File: src/rtl/spi_pkg.sv
// spi_pkg
// Shared types and constants for the SPI register-bank slice.
//   spi_byte_t        : one 8-bit SPI word
//   spi_bank_state_t  : write-commit FSM states (IDLE, CAPTURE, COMMIT)
//   STATUS_*_BIT      : bit positions inside the read-only status byte
//   DEFAULT_STATUS_ADDR : default address of the status register
//   spi_pack_status() : assembles the status byte from its fields
package spi_pkg;

    typedef logic [7:0] spi_byte_t;

    typedef enum logic [1:0] {
        IDLE,
        CAPTURE,
        COMMIT
    } spi_bank_state_t;

    localparam int STATUS_ADDR_ERR_BIT = 0;
    localparam int STATUS_OVERRUN_BIT  = 1;
    localparam int STATUS_ERR_CNT_LSB  = 4;

    localparam spi_byte_t DEFAULT_STATUS_ADDR = 8'hFF;

    // Status byte layout: {err_cnt[3:0], 2'b00, overrun, addr_err}
    function automatic spi_byte_t spi_pack_status(input logic [3:0] err_nibble,
                                                  input logic       overrun,
                                                  input logic       addr_err);
        spi_byte_t s;
        s = '0;
        s[STATUS_ERR_CNT_LSB +: 4]  = err_nibble;
        s[STATUS_OVERRUN_BIT]       = overrun;
        s[STATUS_ADDR_ERR_BIT]      = addr_err;
        return s;
    endfunction

endpackage

File: src/rtl/spi_toggle_sync.sv
// spi_toggle_sync
// Brings a toggle-style handshake from a foreign clock domain into iclk and
// turns every change of the toggle into a one-cycle edge pulse. Usable for
// both the PICO write handoff and POCI-side handshakes.
// Ports:
//   iclk_i    : destination clock
//   rstn_i    : synchronous active-low reset
//   toggle_i  : asynchronous toggle, inverts once per handshake
//   edge_o    : one-cycle pulse per observed toggle change (masked until armed)
module spi_toggle_sync (
    input  logic iclk_i,
    input  logic rstn_i,
    input  logic toggle_i,
    output logic edge_o
);

    logic       s1_q, s2_q, s3_q;
    logic       armed_q;
    logic [1:0] arm_cnt_q;

    // Three-flop chain: s1/s2 resolve metastability, s3 holds the previous
    // settled value so s2^s3 marks a change. The arming counter keeps the
    // edge masked until the chain has flushed the toggle level present at
    // reset release, so a toggle idling high never looks like a new word.
    always_ff @(posedge iclk_i) begin
        if (!rstn_i) begin
            s1_q      <= 1'b0;
            s2_q      <= 1'b0;
            s3_q      <= 1'b0;
            armed_q   <= 1'b0;
            arm_cnt_q <= 2'd0;
        end else begin
            s1_q <= toggle_i;
            s2_q <= s1_q;
            s3_q <= s2_q;
            if (!armed_q) begin
                if (arm_cnt_q == 2'd2) begin
                    armed_q <= 1'b1;
                end else begin
                    arm_cnt_q <= arm_cnt_q + 2'd1;
                end
            end
        end
    end

    assign edge_o = armed_q & (s2_q ^ s3_q);

endmodule

File: src/rtl/spi_reg_bank.sv
// spi_reg_bank
// Commits 8-bit words handed over from the SPI PICO stage (sclk domain) into
// a bank of configuration registers clocked by iclk, drives them in parallel
// to the core, and serves registered read data to the POCI stage.
// Optional feature macro: SPI_WR_ERR_CNT_EN adds a saturating 4-bit count of
// dropped writes, reported in status[7:4].
// Ports:
//   iclk, rstn        : clock and synchronous active-low reset
//   wr_toggle         : PICO handshake toggle (sclk domain)
//   wr_addr, wr_data  : PICO word, stable from toggle until the next word
//   rd_addr, rd_data  : read port, one cycle latency
//   reg_flat          : register i on [8i+7:8i]
//   commit_pulse      : one-cycle pulse per committed register write
//   addr_err          : sticky flag, a write hit an unmapped address
module spi_reg_bank
    import spi_pkg::*;
#(
    parameter int        NUM_REGS    = 16,
    parameter spi_byte_t RESET_VAL   = 8'h00,
    parameter spi_byte_t STATUS_ADDR = DEFAULT_STATUS_ADDR
) (
    input  logic                  iclk,
    input  logic                  rstn,
    input  logic                  wr_toggle,
    input  logic [7:0]            wr_addr,
    input  logic [7:0]            wr_data,
    input  logic [7:0]            rd_addr,
    output logic [7:0]            rd_data,
    output logic [NUM_REGS*8-1:0] reg_flat,
    output logic                  commit_pulse,
    output logic                  addr_err
);

    localparam int         IDX_W      = (NUM_REGS > 1) ? $clog2(NUM_REGS) : 1;
    localparam logic [8:0] NUM_REGS_W = 9'(NUM_REGS);

    spi_bank_state_t state_q, state_d;
    logic            pending_q, pending_d;
    logic            overrun_q, overrun_d;
    logic            addr_err_q, addr_err_d;
    logic            commit_q, commit_d;
    spi_byte_t       hold_addr_q, hold_addr_d;
    spi_byte_t       hold_data_q, hold_data_d;
    spi_byte_t       regs_q [NUM_REGS];
    spi_byte_t       regs_d [NUM_REGS];
    spi_byte_t       rd_data_q, rd_data_d;
    logic [3:0]      err_nibble;
    logic            wr_edge;

`ifdef SPI_WR_ERR_CNT_EN
    logic [3:0] err_cnt_q, err_cnt_d;
    assign err_nibble = err_cnt_q;
`else
    assign err_nibble = 4'h0;
`endif

    spi_toggle_sync u_wr_sync (
        .iclk_i   (iclk),
        .rstn_i   (rstn),
        .toggle_i (wr_toggle),
        .edge_o   (wr_edge)
    );

    // Commit FSM. An edge that arrives while busy is remembered in pending;
    // a second one before service flags overrun. Because the PICO bus only
    // carries the latest word, servicing pending naturally commits the
    // newest word and the intermediate one is lost.
    always_comb begin
        state_d     = state_q;
        pending_d   = pending_q;
        overrun_d   = overrun_q;
        addr_err_d  = addr_err_q;
        hold_addr_d = hold_addr_q;
        hold_data_d = hold_data_q;
        commit_d    = 1'b0;
        regs_d      = regs_q;
`ifdef SPI_WR_ERR_CNT_EN
        err_cnt_d   = err_cnt_q;
`endif

        if (wr_edge && pending_q) begin
            overrun_d = 1'b1;
        end

        case (state_q)
            IDLE: begin
                if (wr_edge || pending_q) begin
                    hold_addr_d = wr_addr;
                    hold_data_d = wr_data;
                    pending_d   = 1'b0;
                    state_d     = CAPTURE;
                end
            end
            CAPTURE: begin
                if ({1'b0, hold_addr_q} < NUM_REGS_W) begin
                    regs_d[hold_addr_q[IDX_W-1:0]] = hold_data_q;
                    commit_d = 1'b1;
                end else begin
                    addr_err_d = 1'b1;
`ifdef SPI_WR_ERR_CNT_EN
                    if (err_cnt_q != 4'hF) begin
                        err_cnt_d = err_cnt_q + 4'd1;
                    end
`endif
                end
                if (wr_edge) begin
                    pending_d = 1'b1;
                end
                state_d = COMMIT;
            end
            COMMIT: begin
                if (wr_edge) begin
                    pending_d = 1'b1;
                end
                state_d = IDLE;
            end
            default: begin
                state_d = IDLE;
            end
        endcase
    end

    // Read mux samples the registers before this cycle's commit, so a read
    // colliding with a write returns the old value for one cycle.
    always_comb begin
        rd_data_d = 8'h00;
        if ({1'b0, rd_addr} < NUM_REGS_W) begin
            rd_data_d = regs_q[rd_addr[IDX_W-1:0]];
        end else if (rd_addr == STATUS_ADDR) begin
            rd_data_d = spi_pack_status(err_nibble, overrun_q, addr_err_q);
        end
    end

    always_ff @(posedge iclk) begin
        if (!rstn) begin
            state_q     <= IDLE;
            pending_q   <= 1'b0;
            overrun_q   <= 1'b0;
            addr_err_q  <= 1'b0;
            commit_q    <= 1'b0;
            hold_addr_q <= 8'h00;
            hold_data_q <= 8'h00;
            rd_data_q   <= 8'h00;
            for (int i = 0; i < NUM_REGS; i++) begin
                regs_q[i] <= RESET_VAL;
            end
`ifdef SPI_WR_ERR_CNT_EN
            err_cnt_q   <= 4'h0;
`endif
        end else begin
            state_q     <= state_d;
            pending_q   <= pending_d;
            overrun_q   <= overrun_d;
            addr_err_q  <= addr_err_d;
            commit_q    <= commit_d;
            hold_addr_q <= hold_addr_d;
            hold_data_q <= hold_data_d;
            rd_data_q   <= rd_data_d;
            regs_q      <= regs_d;
`ifdef SPI_WR_ERR_CNT_EN
            err_cnt_q   <= err_cnt_d;
`endif
        end
    end

    for (genvar g = 0; g < NUM_REGS; g++) begin : g_flat
        assign reg_flat[8*g +: 8] = regs_q[g];
    end

    assign rd_data      = rd_data_q;
    assign commit_pulse = commit_q;
    assign addr_err     = addr_err_q;

endmodule

File: config.mk
export PLATFORM = sky130hd
export DESIGN_NAME = spi_reg_bank
export DESIGN_NICKNAME = d
export VERILOG_FILES = /design/src/rtl/spi_pkg.sv /design/src/rtl/spi_toggle_sync.sv /design/src/rtl/spi_reg_bank.sv
export SDC_FILE = /design/constraint.sdc
export NUM_CORES = 1
export LEC_CHECK = 0
export ABC_AREA = 1
export CAP_MARGIN = 15
export CORE_MARGIN = 5
export CORE_UTILIZATION = 55
export CTS_CLUSTER_DIAMETER = 60
export CTS_CLUSTER_SIZE = 40
export DETAILED_ROUTE_END_ITERATION = 8
export PLACE_DENSITY = 0.86
export SYNTH_ARGS = -nofsm -noshare
export SYNTH_HDL_FRONTEND = slang
export SYNTH_HIERARCHICAL = 1
export SYNTH_SLANG_ARGS = --single-unit
File: constraint.sdc
create_clock -name iclk -period 2.75 [get_ports iclk]
set_clock_uncertainty 0.2 [all_clocks]
set_input_delay 0.275 -clock iclk [delete_from_list [all_inputs] [get_ports iclk]]
set_output_delay 0.275 -clock iclk [all_outputs]
set_load 0.01 [all_outputs]
==> results of run 1 <==
## cell type report
class                           instances  area, um2
Clock inverter                          9        128
Inverter                              117        445
Fill cell                            1111       3520
Sequential cell                       164       3280
Tap cell                              176        220
Multi-Input combinational cell        777       3470
Timing Repair Buffer                  172       1710
Clock buffer                           23        468
## worst min-delay path, delay by kind of cell
kind                   cells  cell delay, ns
buffers and inverters      2            0.44
and+or+nand+nor            1            0.07
## worst paths after layout
check	to	startpoint	slack (ns)
setup / recovery	reg_flat[106]	state_q[1]	0.62
hold / removal	u_wr_sync/s1_q	wr_toggle	0.20
setup reg to reg	reg_flat[106]	state_q[1]	0.62
hold reg to reg	u_wr_sync/s2_q	u_wr_sync/s1_q	0.21
## per-layer routing
metal	GRT usage [%]	up-vias	part of all wire (%)
met5	0	-	0
met2	48.4	477	47
met4	17.9	0	5.8
li1	-	3744	-
met3	6.27	111	9.5
met1	36.4	3617	38
## power groups by stage
stage / combinational [uW] / sequential, uW / clock (uW)
2_1_floorplan: 355 / 2510 / 0
4_1_cts: 471 / 2510 / 2430
6_report: 477 / 2510 / 2420
5_1_grt: 530 / 2520 / 2510
3_3_place_gp: 445 / 2560 / 0
3_5_place_dp: 460 / 2560 / 0
## state kept, by name, summed over array words and instances (netlist names)
| register | cells |
|---|---|
| reg_flat | 128 |
| hold_addr_q | 8 |
| hold_data_q | 8 |
| rd_data | 8 |
| state_q | 2 |
| u_wr_sync/arm_cnt_q | 2 |
| addr_err | 1 |
| commit_pulse | 1 |
| overrun_q | 1 |
| pending_q | 1 |
| u_wr_sync/armed_q | 1 |
| u_wr_sync/s1_q | 1 |
| u_wr_sync/s2_q | 1 |
| u_wr_sync/s3_q | 1 |
## per-stage QoR
step / utilization [%] / hold slack (ns)
global route: 73.4 / 0.230
CTS: 73.4 / 0.189
detailed placement: 68.9 / 0.199
floorplan: - / 0.168
global placement: 68.9 / 0.194
finish: 73.4 / 0.198
## cell families after synthesis
kind of cell	Yosys count	share of synthesized area [%]
compound gates	193	13.1
fa+ha+maj	4	0.673
buf+inv	169	9.15
flops	164	44.1
simple gates	580	32.9
## cell usage after synthesis, types with 2 or more instances
master	instances	share of area, %
nand3_2	2	0.27
nand2_1	302	15
nand3_4	9	2.1
nor3_1	3	0.20
nor2_1	200	10
inv_1	98	4.9
dfxtp_1	164	44
nor2_4	5	0.76
inv_2	12	0.61
ha_1	4	0.67
buf_2	19	1.3
clkinv_2	5	0.34
nand3_1	55	3.7
a21oi_1	79	5.3
o21ai_0	109	7.3
nor2_2	2	0.17
clkinv_1	2	0.10
clkbuf_1	32	1.6
o21ai_1	2	0.13
==> results_dict.tcl, run 1 <==
set metrics [dict create \
    outcome "finished clean" \
    final_cell_mix "302 x nand2_1, 200 x nor2_1, 164 x dfxtp_1" \
    hold_buffers 1 \
    wire_per_inst_um 17.0 \
    viasPerCell 5.53 \
    clock_latency_ns 0.43 \
    path_clk_slew_ns 0.06 \
    start_util_pct 56.2 \
    p_per_area_nw_per_um2 557 \
    synthesis.instances 1110 \
    placed_area_um2 9120 \
    worst-path-buf-inv 2 \
    slew_viol_final 0 \
    cts_tree "built" \
    hold_viol_final 0 \
    p_total_uw 5410 \
    worstMarginPinSlew_ns 1.02 \
    path_class "flop to flop" \
    grt_first_pass_wirelength_mm 37.7 \
    grt_pass1_vias 7341 \
    io_pins 165 \
    switchingPower_uw 1350 \
    hpwl_mm 16.7 \
    syn_area_um2 7440 \
    crit_required_ns 2.85 \
    swShare_pct 25.0 \
    dieHeight_um 126 \
    die_w_um 126 \
    synth_nets 1141 \
    antenna_found_initial 0 \
    clock_path_buffers 2 \
    slowest_stage "nand2_1" \
    critPathLaunchType "flop" \
    ys_warn_count 6 \
    synth_edf_count 0 \
    seqPwrFrac_pct 46.5 \
    dp.cells 1405 \
    endpoint_kind "flop" \
    leakage_uw 0.00385 \
    critical_path.cell_chain "inv_1, ha_1, nand4_4, clkinv_2, nand2_1, o21ai_0, a21oi_1" \
    post-place-ws_ns 0.626 \
    period_minus_slack_ns 2.13 \
    area_growth_pct 30.8 \
    grt_max_degree 84 \
    comb_power_share_pct 8.8 \
    num_vias 7949 \
    final_common_cell "nand2_1" \
    fin_cells 1438 \
    clock.fmax_mhz 468 \
    cap_viol_max_count 0 \
    grtUsageTotal_pct 29.8 \
    portBuffers 164 \
    hp-class "input port to flop" \
    arrival_ns 2.24 \
    reg2reg_depth 7 \
    cts_setup_buffers 0 \
    drive_gt1_share_pct 5.86 \
    cpPeakStageDelay_ns 0.39 \
    grt_overflow_total 0 \
    syn_area_per_cell_um2 6.70 \
    worstPathMaxFanout 16 \
    diodes 0 \
    cts_resized 0 \
    fin_crit_sh_pct 77.6 \
    core_um2 13200 \
    rsz0062_at_grt "no" \
    async_flop_share_pct 0 \
    ys_seq_area_share_pct 44.1 \
    placement_rows 42 \
    crit_cells 7 \
    cts_buffers 17 \
    p_int_uw 4060 \
    die_area_um2 15900 \
    final_net_count 1280 \
    yosys_most_used_dff "dfxtp_1" \
    power_frac_clock_pct 44.7 \
    setup_tns_ns 0 \
    timing.slew.headroom_pct 32.1 \
    cts.sinks 164 \
    hold-path-cell-count 3 \
    first_pass_iters 7 \
    vdd_drop_max_uv 509 \
    setup_viol_count_final 0 \
    cp_top_family "simple AND/OR/NAND/NOR gates" \
    root_buffer "clkbuf_16" \
    ant_nets 0 \
    postLayoutCellArea_um2 9720 \
    routabilityCongestion 0.913 \
    ys_seq_elements 164 \
    yosysUniqueCellTypes 25 \
    drt-initial-drc-count 963 \
    cts_htree_levels 4 \
    timing.final.ws_setup_ns 0.615 \
    routed_wl_mm 24.4 \
    drcViolationCount 0 \
]
Power figures use the tool's default switching activity.
==> inputs of run 2 (changes only) <==
- CORE_UTILIZATION: 55 -> 46
- PLACE_DENSITY: 0.86 -> 0.77
- clock period: 2.75 -> 1.9 ns (I/O delays scaled with it)
==> run 2 against run 1 <==
Clock power grew 40%. Via count shrank 1.3%. Critical path depth shrank 6. First-iteration DRC count shrank 25%. Sequential share of layout area shrank 1.4 points. Critical endpoint is now reg_flat[7]. Flip-flop and latch count is the same. Clock-buffer cell count grew 1. Non-clock buffer count grew 35.
==> results_dict.tcl, run 2 (synthesis results as in run 1) <==
set metrics [dict create \
    dp.cells 1476 \
    p_per_area_nw_per_um2 772 \
    power_frac_clock_pct 43.5 \
    ant_nets 0 \
    clock.fmax_mhz 540 \
    hp-start "wr_toggle" \
    drcViolationCount 0 \
    vdd_drop_max_uv 859 \
    p_int_uw 5850 \
    timing.final.ws_setup_ns 0.0496 \
    die_area_um2 18800 \
    viasPerCell 5.18 \
    slew_viol_final 0 \
    cts_htree_levels 4 \
    arrival_ns 1.46 \
    largest_reg_flops 128 \
    antenna_found_initial 0 \
    clock_path_buffers 2 \
    start_util_pct 46.8 \
    hold_viol_final 0 \
    fin_crit_sh_pct 97.4 \
    cts_buffers 17 \
    dieHeight_um 137 \
    core_um2 15900 \
    outcome "finished clean" \
    root_buffer "clkbuf_16" \
    diodes 0 \
    cap_viol_max_count 0 \
    area_growth_pct 36.2 \
    setup_tns_ns 0 \
    portBuffers 164 \
    leakage_uw 0.00405 \
    cpPeakStageDelay_ns 0.59 \
    nFillCells 1408 \
    period_minus_slack_ns 1.85 \
    grt_overflow_total 0 \
    timing.slew.headroom_pct 68.2 \
    hp-class "input port to flop" \
    final_common_cell "nand2_1" \
    setup_viol_count_final 0 \
    placement_rows 46 \
    hpwl_mm 18.2 \
    routabilityCongestion 0.951 \
    r2r_slack_ns 0.09 \
    switchingPower_uw 1970 \
    grtUsageTotal_pct 26.5 \
    path_clk_slew_ns 0.06 \
    final_cell_mix "302 x nand2_1, 199 x nor2_1, 164 x dfxtp_1" \
    fin_cells 1514 \
    seqPwrFrac_pct 45.4 \
    r2r_start "state_q[1]" \
    final_net_count 1316 \
    drt-initial-drc-count 724 \
    cts_tree "built" \
    fin_util_pct 63.8 \
    post-place-ws_ns 0.0456 \
    drive_gt1_share_pct 8.71 \
    worstMarginPinSlew_ns 0.477 \
    hold-path-cell-count 3 \
    comb_power_share_pct 11.1 \
    swShare_pct 25.2 \
    io_pins 165 \
    reg2reg_depth 9 \
    cp_top_family "buffers and inverters" \
    grt_pass1_vias 7174 \
    r2r-end "hold_data_q[2]" \
    grt_max_degree 52 \
    num_vias 7849 \
    crit_required_ns 1.51 \
    wire_per_inst_um 16.5 \
    endpoint_kind "output pin" \
    worst-path-buf-inv 1 \
    first_pass_iters 8 \
    critical_path.cell_chain "clkdlybuf4s50_1" \
    die_w_um 137 \
    slowest_stage "clkdlybuf4s50_1" \
    path_class "flop to output pin" \
    critPathLaunch "reg_flat[7]" \
    cts.sinks 164 \
    routed_wl_mm 25.0 \
    critPathLaunchType "flop" \
    grt_first_pass_wirelength_mm 38.2 \
    worstPathMaxFanout 3 \
    holdPathEnd "u_wr_sync/s1_q" \
    clock_latency_ns 0.43 \
]
run 2: changes by cell type in the layout (fill, tap and decap cells not counted), moves of 3 or more:
| cell | change |
|---|---|
| buf_12 | +5 |
| clkinv_2 | -3 |
| clkinvlp_4 | +3 |
| o21ai_0 | -8 |
| buf_4 | +29 |
| o21ai_1 | +8 |
| inv_4 | +5 |
| inv_2 | -4 |
run 2: how the worst max path moves through the flow:
stage / to / slack (ns) / cells past startpoint
4_1_cts: reg_flat[65] / 0.02 / 7
3_5_place_dp: reg_flat[70] / 0.05 / 8
3_3_place_gp: rd_data[0] / 0.09 / 10
6_report: reg_flat[7] / 0.05 / 1
5_1_grt: hold_addr_q[6] / -0.03 / 9
2_1_floorplan: reg_flat[56] / 0.28 / 9
run 2: metal layers:
layer	vias to the layer above	share of wire [%]	global-route usage, %
met4	0	3.9	11.8
met2	384	48	44.1
met5	-	0	0
li1	3833	-	-
met3	64	7.9	4.96
met1	3568	40	33.3
run 2: area by class of cell:
class / instances / area [um2] / area share, %
Sequential cell: 164 / 3280 / 32.4
Tap cell: 216 / 270 / 2.67
Timing Repair Buffer: 207 / 2040 / 20.1
Inverter: 117 / 464 / 4.58
Clock inverter: 8 / 100 / 0.988
Clock buffer: 24 / 482 / 4.75
Timing Repair inverter: 1 / 7.51 / 0.0741
Multi-Input combinational cell: 777 / 3490 / 34.4
run 2: metrics by stage:
step | hold slack (ns) | power [uW] | cell area [um2]
final | 0.101 | 7820 | 10100
after global routing | 0.122 | 8070 | 10100
after CTS | 0.0965 | 7790 | 10100
after detailed placement | 0.238 | 4440 | 9460
after global placement | 0.196 | 4420 | 9460
after floorplan | 0.0835 | 4140 | 7440
run 2: power by group through the flow:
stage	Combinational, uW	Sequential (uW)	Clock [uW]
final	872	3550	3400
after global routing	954	3550	3570
after CTS	826	3550	3420
after detailed placement	820	3620	0
after global placement	798	3620	0
after floorplan	514	3630	0
run 2: repair_timing:
action,CTS,global route
endpoints found under the hold margin,6,0
hold buffers,1,0
setup endpoints to repair,0,97
setup buffers,0,4
gates resized for setup,0,23
==> inputs of run 3 (changes only) <==
- CORE_MARGIN: 5 -> 8
- GPL_ROUTABILITY_DRIVEN: default -> 0
==> run 3 against run 2 <==
Die area increased by 8.9%. Routed wire length is 3.5% higher. Critical path depth grew 7. Non-clock buffer count down 6. Register-to-register slack lost 0.02 ns. Design area about the same. Worst setup slack better by 0.019 ns. Combinational power shrank 2%. Sequential share of layout area hardly changed. Critical endpoint is now reg_flat[75]. Largest power group is now clock.
==> results_dict.tcl, run 3 (synthesis results as in run 1) <==
set metrics [dict create \
    regArea_um2 3280 \
    grt_overflow_total 0 \
    routed_wl_mm 25.8 \
    grt_pass1_vias 7503 \
    placement_rows 46 \
    crit_top_cell "buf_12" \
    clock_path_buffers 2 \
    setup_viol_count_final 0 \
    antenna_found_initial 0 \
    period_minus_slack_ns 1.83 \
    cts_tree "built" \
    cts.sinks 164 \
    p_per_area_nw_per_um2 799 \
    vdd_drop_max_uv 618 \
    final_cell_mix "302 x nand2_1, 199 x nor2_1, 163 x dfxtp_1" \
    cts_buffers 17 \
    worst-path-buf-inv 3 \
    critical_path.cell_chain "ha_4, nand4_4, clkinv_2, buf_12, nand2_1, buf_12, o21ai_0, a21oi_1" \
    hold_viol_final 0 \
    arrival_ns 1.95 \
    timing.slew.headroom_pct 75.3 \
    grt_max_degree 95 \
    diodes 0 \
    nFillCells 1422 \
    slowest_stage "dfxtp_1" \
    cap_viol_max_count 0 \
    fin_crit_sh_pct 96.4 \
    grt_first_pass_wirelength_mm 39.7 \
    critPathLaunchType "flop" \
    io_pins 165 \
    rsz0062_at_grt "no" \
    root_buffer "clkbuf_16" \
    dieHeight_um 143 \
    core_um2 15800 \
    final_net_count 1309 \
    cpPeakStageDelay_ns 0.44 \
    area_growth_pct 36.3 \
    portBuffers 164 \
    die_area_um2 20500 \
    first_pass_iters 7 \
    outcome "finished clean" \
    path_class "flop to flop" \
    placed_area_um2 9440 \
    largest_reg_flops 128 \
    grtUsageTotal_pct 25.1 \
    setup_tns_ns 0 \
    postLayoutCellArea_um2 10100 \
    drive_gt1_share_pct 8.44 \
    path_clk_slew_ns 0.06 \
    ant_nets 0 \
    clock.fmax_mhz 546 \
    multi_input_comb_area_um2 3490 \
    clock_latency_ns 0.44 \
    slew_viol_final 0 \
    cp_top_family "flip-flops" \
    die_w_um 143 \
    drcViolationCount 0 \
    worstPathMaxFanout 16 \
    crit_required_ns 2.02 \
    drt-initial-drc-count 805 \
    start_util_pct 47.0 \
    leakage_uw 0.00404 \
    hpwl_mm 18.3 \
    cts_htree_levels 4 \
    viasPerCell 5.30 \
    worstMarginPinSlew_ns 0.369 \
    hp-class "input port to flop" \
    dp.cells 1471 \
    final_common_cell "nand2_1" \
    fin_cells 1507 \
    endpoint_kind "flop" \
    num_vias 7980 \
    wire_per_inst_um 17.1 \
]
[run 3: cell count changes in the layout (fill, tap and decap cells not counted), moves of 2 or more]
cell / before / now
buf_12: 6 / 8
clkinv_2: 5 / 8
o21ai_0: 101 / 104
inv_2: 8 / 12
bufinv_16: 2 / 4
inv_4: 5 / 0
o21ai_1: 10 / 7
clkinvlp_4: 6 / 3
buf_4: 35 / 28
[run 3: final cells by class]
class	count	share of cell area (%)
timing repair buffer	201	19.8
clock inverter	9	1.48
inverter	117	4.48
sequential	164	32.4
clock buffer	23	4.71
multi-input combinational	777	34.4
tap	216	2.67
[run 3: path summary, 6_finish.rpt]
kind,from,end,slack (ns),cells past startpoint
worst max-delay path,state_q[0],reg_flat[75],0.07,8
worst min-delay path,wr_toggle,u_wr_sync/s1_q,0.09,3
worst max register to register,state_q[0],reg_flat[75],0.07,8
worst min register to register,u_wr_sync/s1_q,u_wr_sync/s2_q,0.21,2
[run 3: what timing repair did]
action                                  in CTS  in global routing
gates resized for setup                      2                 11
endpoints found under the hold margin        5                  0
endpoints found under the setup margin       1                106
hold buffers                                 1                  0
setup buffers                                0                  3
[run 3: per-layer routing]
metal / vias up / wire length (um) / track usage [%]
li1: 3816 / - / -
met1: 3666 / 10100 / 29.7
met2: 439 / 12200 / 41.5
met3: 59 / 2540 / 5.44
met4: 0 / 911 / 13.7
met5: - / 0 / 0
[run 3: through the flow]
step                hold WS (ns)  util (%)  total power (uW)  setup slack, ns
finish                    0.0937      64.0              8100           0.0684
CTS                       0.0877      63.7              8070          0.00627
global placement           0.198      59.6              4420            0.101
floorplan                 0.0835         -              4140            0.278
detailed placement         0.199      59.6              4450           0.0310
global route               0.119      64.0              8350           0.0179
[run 3: report_power, final]
group          leakage [uW]  internal (uW)  switching, uW  total, uW
registers           0.00132           3510           53.8       3560
clock network      0.000303           2300           1390       3690
logic               0.00242            302            550        853
[run 3: worst register-to-register path, stage by stage (launching register included)]
cell and delay (ns):
dfxtp_1 0.44, ha_4 0.19, nand4_4 0.12, clkinv_2 0.08
buf_12 0.18, nand2_1 0.12, buf_12 0.16, o21ai_0 0.17
a21oi_1 0.05
